==> src/rtl/freq_det_pkg.sv <==
// Shared types and constants for the period-window frequency detector.
package freq_det_pkg;

  // Default width of period samples and window bounds.
  localparam int unsigned PrdWDefault = 16;

  // Width of the match/miss counters.
  localparam int unsigned CntW = 8;

  // Width of the optional idle timer.
  localparam int unsigned TimerW = 24;

  typedef enum logic [1:0] {
    StIdle   = 2'd0,
    StAcq    = 2'd1,
    StLocked = 2'd2
  } state_e;

  // Increment that sticks at all-ones instead of wrapping.
  function automatic logic [CntW-1:0] sat_inc(input logic [CntW-1:0] v);
    return (v == '1) ? v : v + 1'b1;
  endfunction

endpackage

==> src/rtl/freq_det_timer.sv <==
// Idle timer: counts cycles since the last clear, saturating at Timeout.
// expire_o flags the single cycle in which the count would reach Timeout.
module freq_det_timer
  import freq_det_pkg::*;
#(
  parameter int unsigned Timeout = 50000
) (
  input  logic clk,
  input  logic reset,
  input  logic clear_i,
  output logic expire_o
);

  localparam logic [TimerW-1:0] TimeoutV   = TimerW'(Timeout);
  localparam logic [TimerW-1:0] TimeoutM1V = TimerW'(Timeout - 1);

  logic [TimerW-1:0] timer_q;
  logic [TimerW-1:0] timer_d;

  // Next count: restart on clear, otherwise count up and hold at Timeout.
  always_comb begin
    timer_d = timer_q;
    if (clear_i) begin
      timer_d = '0;
    end else if (timer_q < TimeoutV) begin
      timer_d = timer_q + 1'b1;
    end
  end

  // Counter register with synchronous reset.
  always_ff @(posedge clk) begin
    if (reset) begin
      timer_q <= '0;
    end else begin
      timer_q <= timer_d;
    end
  end

  // A clear in the same cycle always beats expiry.
  assign expire_o = !clear_i && (timer_q == TimeoutM1V);

endmodule

==> src/rtl/freq_window_detector.sv <==
// Frequency window detector: declares lock after LOCK_CNT consecutive
// in-window period samples and drops it after LOSS_CNT consecutive misses.
// Optional idle timeout is compiled in with `define FREQ_DET_TIMEOUT_EN.
module freq_window_detector
  import freq_det_pkg::*;
#(
  parameter int unsigned PRD_W    = PrdWDefault,
  parameter int unsigned LOCK_CNT = 4,
  parameter int unsigned LOSS_CNT = 3,
  parameter int unsigned TIMEOUT  = 50000
) (
  input  logic             clk,
  input  logic             reset,
  input  logic             prd_valid,
  input  logic [PRD_W-1:0] prd,
  input  logic [PRD_W-1:0] prd_min,
  input  logic [PRD_W-1:0] prd_max,
  output logic             detected,
  output logic             lock_tick,
  output logic             loss_tick,
  output logic [PRD_W-1:0] last_prd,
  output logic             match
);

  localparam logic [CntW-1:0] LockCntV = CntW'(LOCK_CNT);
  localparam logic [CntW-1:0] LossCntV = CntW'(LOSS_CNT);

  state_e            state_q;
  logic [CntW-1:0]   match_cnt_q;
  logic [CntW-1:0]   miss_cnt_q;
  logic              detected_q;
  logic              lock_tick_q;
  logic              loss_tick_q;
  logic [PRD_W-1:0]  last_prd_q;
  logic              match_q;

  logic              hit;
  logic              timeout_expire;

  // An inverted window (min > max) can never be satisfied.
  assign hit = (prd >= prd_min) && (prd <= prd_max);

`ifdef FREQ_DET_TIMEOUT_EN
  freq_det_timer #(
    .Timeout (TIMEOUT)
  ) u_timer (
    .clk      (clk),
    .reset    (reset),
    .clear_i  (prd_valid),
    .expire_o (timeout_expire)
  );
`else
  assign timeout_expire = 1'b0;
`endif

  // FSM, counters and registered outputs; a sample always wins over timeout.
  always_ff @(posedge clk) begin
    if (reset) begin
      state_q     <= StIdle;
      match_cnt_q <= '0;
      miss_cnt_q  <= '0;
      detected_q  <= 1'b0;
      lock_tick_q <= 1'b0;
      loss_tick_q <= 1'b0;
      last_prd_q  <= '0;
      match_q     <= 1'b0;
    end else begin
      lock_tick_q <= 1'b0;
      loss_tick_q <= 1'b0;
      if (prd_valid) begin
        last_prd_q <= prd;
        match_q    <= hit;
        unique case (state_q)
          StIdle: begin
            if (hit) begin
              state_q     <= StAcq;
              match_cnt_q <= 8'd1;
              miss_cnt_q  <= '0;
            end
          end
          StAcq: begin
            if (!hit) begin
              state_q     <= StIdle;
              match_cnt_q <= '0;
              miss_cnt_q  <= '0;
            end else if (sat_inc(match_cnt_q) == LockCntV) begin
              state_q     <= StLocked;
              match_cnt_q <= '0;
              miss_cnt_q  <= '0;
              detected_q  <= 1'b1;
              lock_tick_q <= 1'b1;
            end else begin
              match_cnt_q <= sat_inc(match_cnt_q);
            end
          end
          StLocked: begin
            if (hit) begin
              miss_cnt_q <= '0;
            end else if (sat_inc(miss_cnt_q) == LossCntV) begin
              state_q     <= StIdle;
              match_cnt_q <= '0;
              miss_cnt_q  <= '0;
              detected_q  <= 1'b0;
              loss_tick_q <= 1'b1;
            end else begin
              miss_cnt_q <= sat_inc(miss_cnt_q);
            end
          end
          default: begin
            state_q     <= StIdle;
            match_cnt_q <= '0;
            miss_cnt_q  <= '0;
            detected_q  <= 1'b0;
          end
        endcase
      end else if (timeout_expire && (state_q != StIdle)) begin
        loss_tick_q <= (state_q == StLocked);
        state_q     <= StIdle;
        match_cnt_q <= '0;
        miss_cnt_q  <= '0;
        detected_q  <= 1'b0;
      end
    end
  end

  assign detected  = detected_q;
  assign lock_tick = lock_tick_q;
  assign loss_tick = loss_tick_q;
  assign last_prd  = last_prd_q;
  assign match     = match_q;

endmodule

==> config.mk <==
export PLATFORM = sky130hd
export DESIGN_NAME = freq_window_detector
export DESIGN_NICKNAME = d
export VERILOG_FILES = /design/src/rtl/freq_det_pkg.sv /design/src/rtl/freq_det_timer.sv /design/src/rtl/freq_window_detector.sv
export SDC_FILE = /design/constraint.sdc
export NUM_CORES = 1
export LEC_CHECK = 0
export ABC_AREA = 1
export ABC_CLOCK_PERIOD_IN_PS = 3800
export CORE_AREA = 2 2 96 98
export DETAILED_ROUTE_END_ITERATION = 10
export DIE_AREA = 0 0 98 100
export GPL_TIMING_DRIVEN = 0
export SKIP_CTS_REPAIR_TIMING = 1
export SLEW_MARGIN = 10
export SYNTH_ARGS = -nofsm -noshare
export SYNTH_HDL_FRONTEND = slang
export SYNTH_HIERARCHICAL = 1
export SYNTH_SLANG_ARGS = --single-unit
==> constraint.sdc <==
create_clock -name clk -period 3.8 [get_ports clk]
set_input_delay 0.38 -clock clk [delete_from_list [all_inputs] [get_ports clk]]
set_output_delay 0.38 -clock clk [all_outputs]
set_load 0.01 [all_outputs]
Yosys cells after proc, flatten, opt, wreduce, memory -nomap -nowiden
Index checks and enable logic that the tools add are counted.

operators by class
  add/sub/neg operators = 2
  order comparisons = 2
  eq/ne operators = 12
  mux-type cells = 27
  bitwise operators = 5
  reduce and logical (&&, ||, !) cells = 8

operators with widths
  operator                                              count
  two-way mux 8 bit                                     12
  one-hot mux 8 bit (3 select lines)                    2
  adder 8 x 1 -> 8 bit (second input constant)          2
  equality test 8 bit (second input constant)           2
  >= comparator 16 bit                                  1
  <= comparator 16 bit                                  1
  two-way mux 2 bit                                     5
  inequality test 2 bit (second input constant)         5
  equality test 8 x 2 -> 1 bit (second input constant)  1
  equality test 8 x 3 -> 1 bit (second input constant)  1
  OR reduction 4 bit                                    2
  two-way mux 1 bit                                     6
  one-hot mux 2 bit (3 select lines)                    1
  AND reduction 6 bit                                   1
  NOT 1 bit                                             5
  AND reduction 5 bit                                   1
  AND reduction 4 bit                                   1
  inequality test 3 bit (second input constant)         1
  one-hot mux 1 bit (3 select lines)                    1
  AND reduction 3 bit                                   1
  equality test 2 x 1 -> 1 bit (second input constant)  1
  equality test 2 bit (second input constant)           1
  logical NOT 2 bit                                     1
  logical AND 1 bit                                     1

storage, ports and cells
  flip-flop bits (word level) = 38
  bits of input ports = 51
  output and inout port bits = 20
  word-level logic and storage cells = 64

Longest topological paths before layout
  depth in word-level cells = 6
  depth in mapped cells = 19
  gate-level depth less buffers = 19

Least setup slack after synthesis
OpenSTA, ideal clock, no wires.

  path type = input-to-reg
  from = input port prd_max[7]
  to = register match_cnt_q[1]
  setup time = 0.124 ns
  data arrival time = 1.850 ns
  required time = 3.676 ns
  path slack = 1.826 ns
  stages on the path = 14
  buffers on the path = 1
  cell sequence = inv_1 -> ha_1 -> a21o_1 -> nor2_1 -> nand2_1 -> nand2_1 -> nand2_1 -> nand2_2 -> nand3_1 -> nand2_2 -> buf_2 -> nand3_1 -> nand2_1 -> nor2_1

on the way
  word-level cells in the longest chain between the ends = 4
  elaborated cells between the ends (all ways) = 7
  those cells by class = 1 x order compare; 2 x eq/ne; 2 x mux; 2 x reduce/logical

RTL lines
  what                                                                              RTL line                    text
  from (decl)                                                                       freq_window_detector.sv:17  input logic [PRD_W-1:0] prd_max,
  <= comparator 16 bit *                                                            freq_window_detector.sv:41  assign hit = (prd >= prd_min) && (prd <= prd_max);
  logical AND 1 bit *                                                               freq_window_detector.sv:41
  two-way mux 8 bit / inequality test 2 bit (equally long branches)                 --
  one-hot mux 8 bit (3 select lines) / AND reduction 4 bit (equally long branches)  --
  to (signal assigned)                                                              freq_window_detector.sv:93  match_cnt_q <= sat_inc(match_cnt_q);
  to (decl)                                                                         freq_window_detector.sv:29  logic [CntW-1:0] match_cnt_q;

Mark *: on every way between the ends. The rest lies on a longest branch, timed or not.
A chain may end at the register's enable or synchronous reset.

Worst setup path after layout
  from = input port prd[11]
  to = register match_cnt_q[3]

on the way
  word-level cells in the longest chain between the ends = 4
  elaborated cells between the ends (all ways) = 8
  those cells by class = 2 x order compare; 2 x eq/ne; 2 x mux; 2 x reduce/logical

RTL lines
  what                                                                              RTL line                    text
  from (decl)                                                                       freq_window_detector.sv:15  input logic [PRD_W-1:0] prd,
  >= comparator 16 bit / <= comparator 16 bit (equally long branches)               freq_window_detector.sv:41
  logical AND 1 bit *                                                               freq_window_detector.sv:41
  two-way mux 8 bit / inequality test 2 bit (equally long branches)                 --
  one-hot mux 8 bit (3 select lines) / AND reduction 4 bit (equally long branches)  --

Marks and branches as above.

==> results.yml <==
synth:
  async_reset_ff_share_pct: 0
  synth.most_common_cell: "nand2_1"
  yosys.area.top_type: "dfxtp_1"
  yosys-top-cells-count: "nand2_1 (105), nor2_1 (82), inv_1 (71)"
  synth_area_leaders: "dfxtp_1 (26%), ha_1 (14%), nand2_1 (13%)"
  synth_edf_count: 0
  synth.top_cell.area_share_pct: 25.6
  ys_types: 31
  syn_inst: 469
  synth_flop_cell: "dfxtp_1"
  netlist_area_um2: 2980
  synth_warnings: 6
  synth_seq_cells: 38
  ys_seq_area_share_pct: 25.6
  syn_nets: 554
  syn_area_per_cell_um2: 6.35
layout:
  final_nets: 630
  layout.cells.non_filler: 656
  antennaDiodeCount: 0
  area_growth_pct: 30.6
  fin_area_um2: 3890
  nFillCells: 907
  post-route-util_pct: 43.7
  drive_gt1_share_pct: 6.61
detailed_routing:
  avgViaCountPerCell: 4.56
  vias: 2993
  route.detailed.drc: 0
  drtIter0Drc: 79
  wl_um: 7190
  routedWlPerCell_um: 11.0
  firstDrtPassIters: 4
  antenna_left: 0
placed_design:
  place_area_um2: 3810
  dp.cells: 649
  port_buffers: 69
  place_congestion: 0.779
  place_hpwl_um: 5790
timing:
  period_share_pct: 66.0
  finalSetupTns_ns: 0
  rsz0062_at_grt: "no"
  fmax_ghz: 0.399
  fin_skew_ns: 0.00744
  setup_viol: 0
  maxSlewViolCount: 0
  worst_pin_slew_ns: 0.690
  slew_headroom_pct: 53.9
  fin_crit_ns: 2.51
  hold_viol: 0
floorplanning:
  boundaryPins: 71
  initial_core_util_pct: 33.5
  coreArea_um2: 8890
  die_area_um2: 9800
  die_w_um: 98
  rows: 35
  die_h_um: 100
clock_network:
  clk_pin_slew_worst_paths_ns: 0.08
  clockBufferDepth: 2
  htree_levels: 2
  numCtsBuffers: 5
  cts-root-buf: "clkbuf_8"
  clock-sinks: 38
  clk_latency_ns: 0.29
  cts_tree: "yes"
flow_run:
  maxCapViolCount: 0
status:
  status: "finished clean"
grt:
  track_usage_pct: 15.2
  grtUsageMet3_pct: 5.01
  antenna_found_initial: 0
  overflow: 0
  top_usage_layer: "met2"
  grt_pass1_wl_um: 12300
  met1_usage_pct: 17.5
  grt_pass1_vias: 2880
  grt_max_degree: 12
  grt_util_met2_pct: 27.3
power_and_ir_drop:
  p_comb_share_pct: 40.2
  p_int_mw: 0.798
  p_per_area_nw_per_um2: 332
  p_total_mw: 1.29
  sw_frac_of_total_pct: 38.2
  p_leak_nw: 1.91
  p_seq_share_pct: 38.8
  ir_drop_mv: 0.137
  clkPwrFrac_pct: 20.9
  power_switching_mw: 0.493
worst_setup_path:
  end_kind: "register"
  crit_family: "simple AND/OR/NAND/NOR gates"
  crit_top_cell: "nand2_1"
  crit_chain: "clkdlybuf4s50_1 > ha_1 > a21oi_1 > nand2_1 > a21oi_1 > nand2_1 > nand2_2 > nand3_1 > nand2_2 > buf_2 > nand3_1 > nand2_1 > nor2_1"
  path_depth: 13
  critPathBufInv: 2
  cp_slowest_cell: "clkdlybuf4s50_1"
  r2r_cells: 13
  worst-setup-path-type: "in2reg"
  cpPeakStageDelay_ns: 0.46
  required_ns: 3.98
  arrival_ns: 2.68
  worst-path-max-fanout: 10
  worst_setup_path_start_kind: "input pin"
min_path:
  min_path_cells: 2
  hold_path.class: "in2reg"
cell usage in the layout, fill, tap and decap left out, types with 2 or more instances in the layout:
cell type	count
ha_1	34
inv_2	2
o21ai_0	21
a21oi_1	23
inv_1	71
nand3b_1	2
clkdlybuf4s50_1	69
clkbuf_1	6
nand2_1	105
nand4_1	9
nor2_1	82
dfxtp_1	38
nor3_1	2
nor2_4	3
clkbuf_8	5
xor2_1	4
nor2_2	5
buf_2	4
nand2_4	3
nand3_1	35
xnor2_1	2
nand2_2	8
state kept, by name (all words and copies together), names as in the netlist:
name,count
state_q,2
loss_tick,1
detected,1
match,1
last_prd,16
match_cnt_q,8
miss_cnt_q,8
lock_tick,1
kinds of logic (layout without fill, tap and decap cells):
kind of cell | after synthesis | count (layout) | share of synthesized area (%)
and+or+nand+nor | 258 | 258 | 38.8
xor gates and xnor gates | 6 | 6 | 1.77
AOI/OAI and AO/OA | 48 | 48 | 8.45
DFF | 38 | 38 | 25.6
adders and majority gates | 34 | 34 | 14.3
buffers and inverters | 85 | 161 | 11.1
area by class of cell:
class | count | area [um2] | share of cell area [%]
buffer | 11 | 53.8 | 1.38
clock buffer | 6 | 72.6 | 1.87
clock inverter | 1 | 7.51 | 0.193
inverter | 74 | 278 | 7.15
multi-input combinational | 346 | 1880 | 48.5
sequential | 38 | 761 | 19.6
tap | 111 | 139 | 3.57
timing repair buffer | 69 | 691 | 17.8
power by group through the flow:
stage	clock network [mW]	registers, mW	logic, mW
final	0.270	0.502	0.520
after global routing	0.297	0.511	0.603
after CTS	0.280	0.502	0.524
after detailed placement	0	0.510	0.522
after global placement	0	0.508	0.516
after floorplan	0	0.505	0.359
path summary, 6_finish.rpt:
kind	start	endpoint	slack [ns]
worst max-delay path	prd[11]	match_cnt_q[3]	1.29
worst min-delay path	reset	match_cnt_q[3]	0.46
worst max register to register	match_cnt_q[1]	miss_cnt_q[6]	1.72
worst min register to register	match	match	0.47
worst register-to-register path, cell delays in order (launching register included):
cell     delay [ns]
dfxtp_1        0.43
ha_1           0.24
nand2_2        0.10
nor2_4         0.15
nand2_4        0.10
nand2_1        0.10
nand3_1        0.09
nor2_2         0.14
nand3_2        0.12
nand4_4        0.14
buf_6          0.17
nand3_1        0.07
nand2_1        0.07
nor2_1         0.04
per-layer routing:
metal,up-vias,wire length (um),part of all wire [%]
met5,-,0,0
met4,0,71,0.99
met3,6,584,8.1
met2,75,3330,46
met1,1283,3210,45
li1,1629,-,-
metrics by stage:
| stage | setup slack [ns] | hold slack [ns] |
|---|---|---|
| global placement | 0.986 | 0.460 |
| finish | 1.29 | 0.460 |
| floorplan | 1.83 | 0.490 |
| detailed placement | 0.950 | 0.469 |
| CTS | 1.26 | 0.457 |
| global route | 1.06 | 0.484 |
Note: power is estimated with default switching activity, not from simulation.
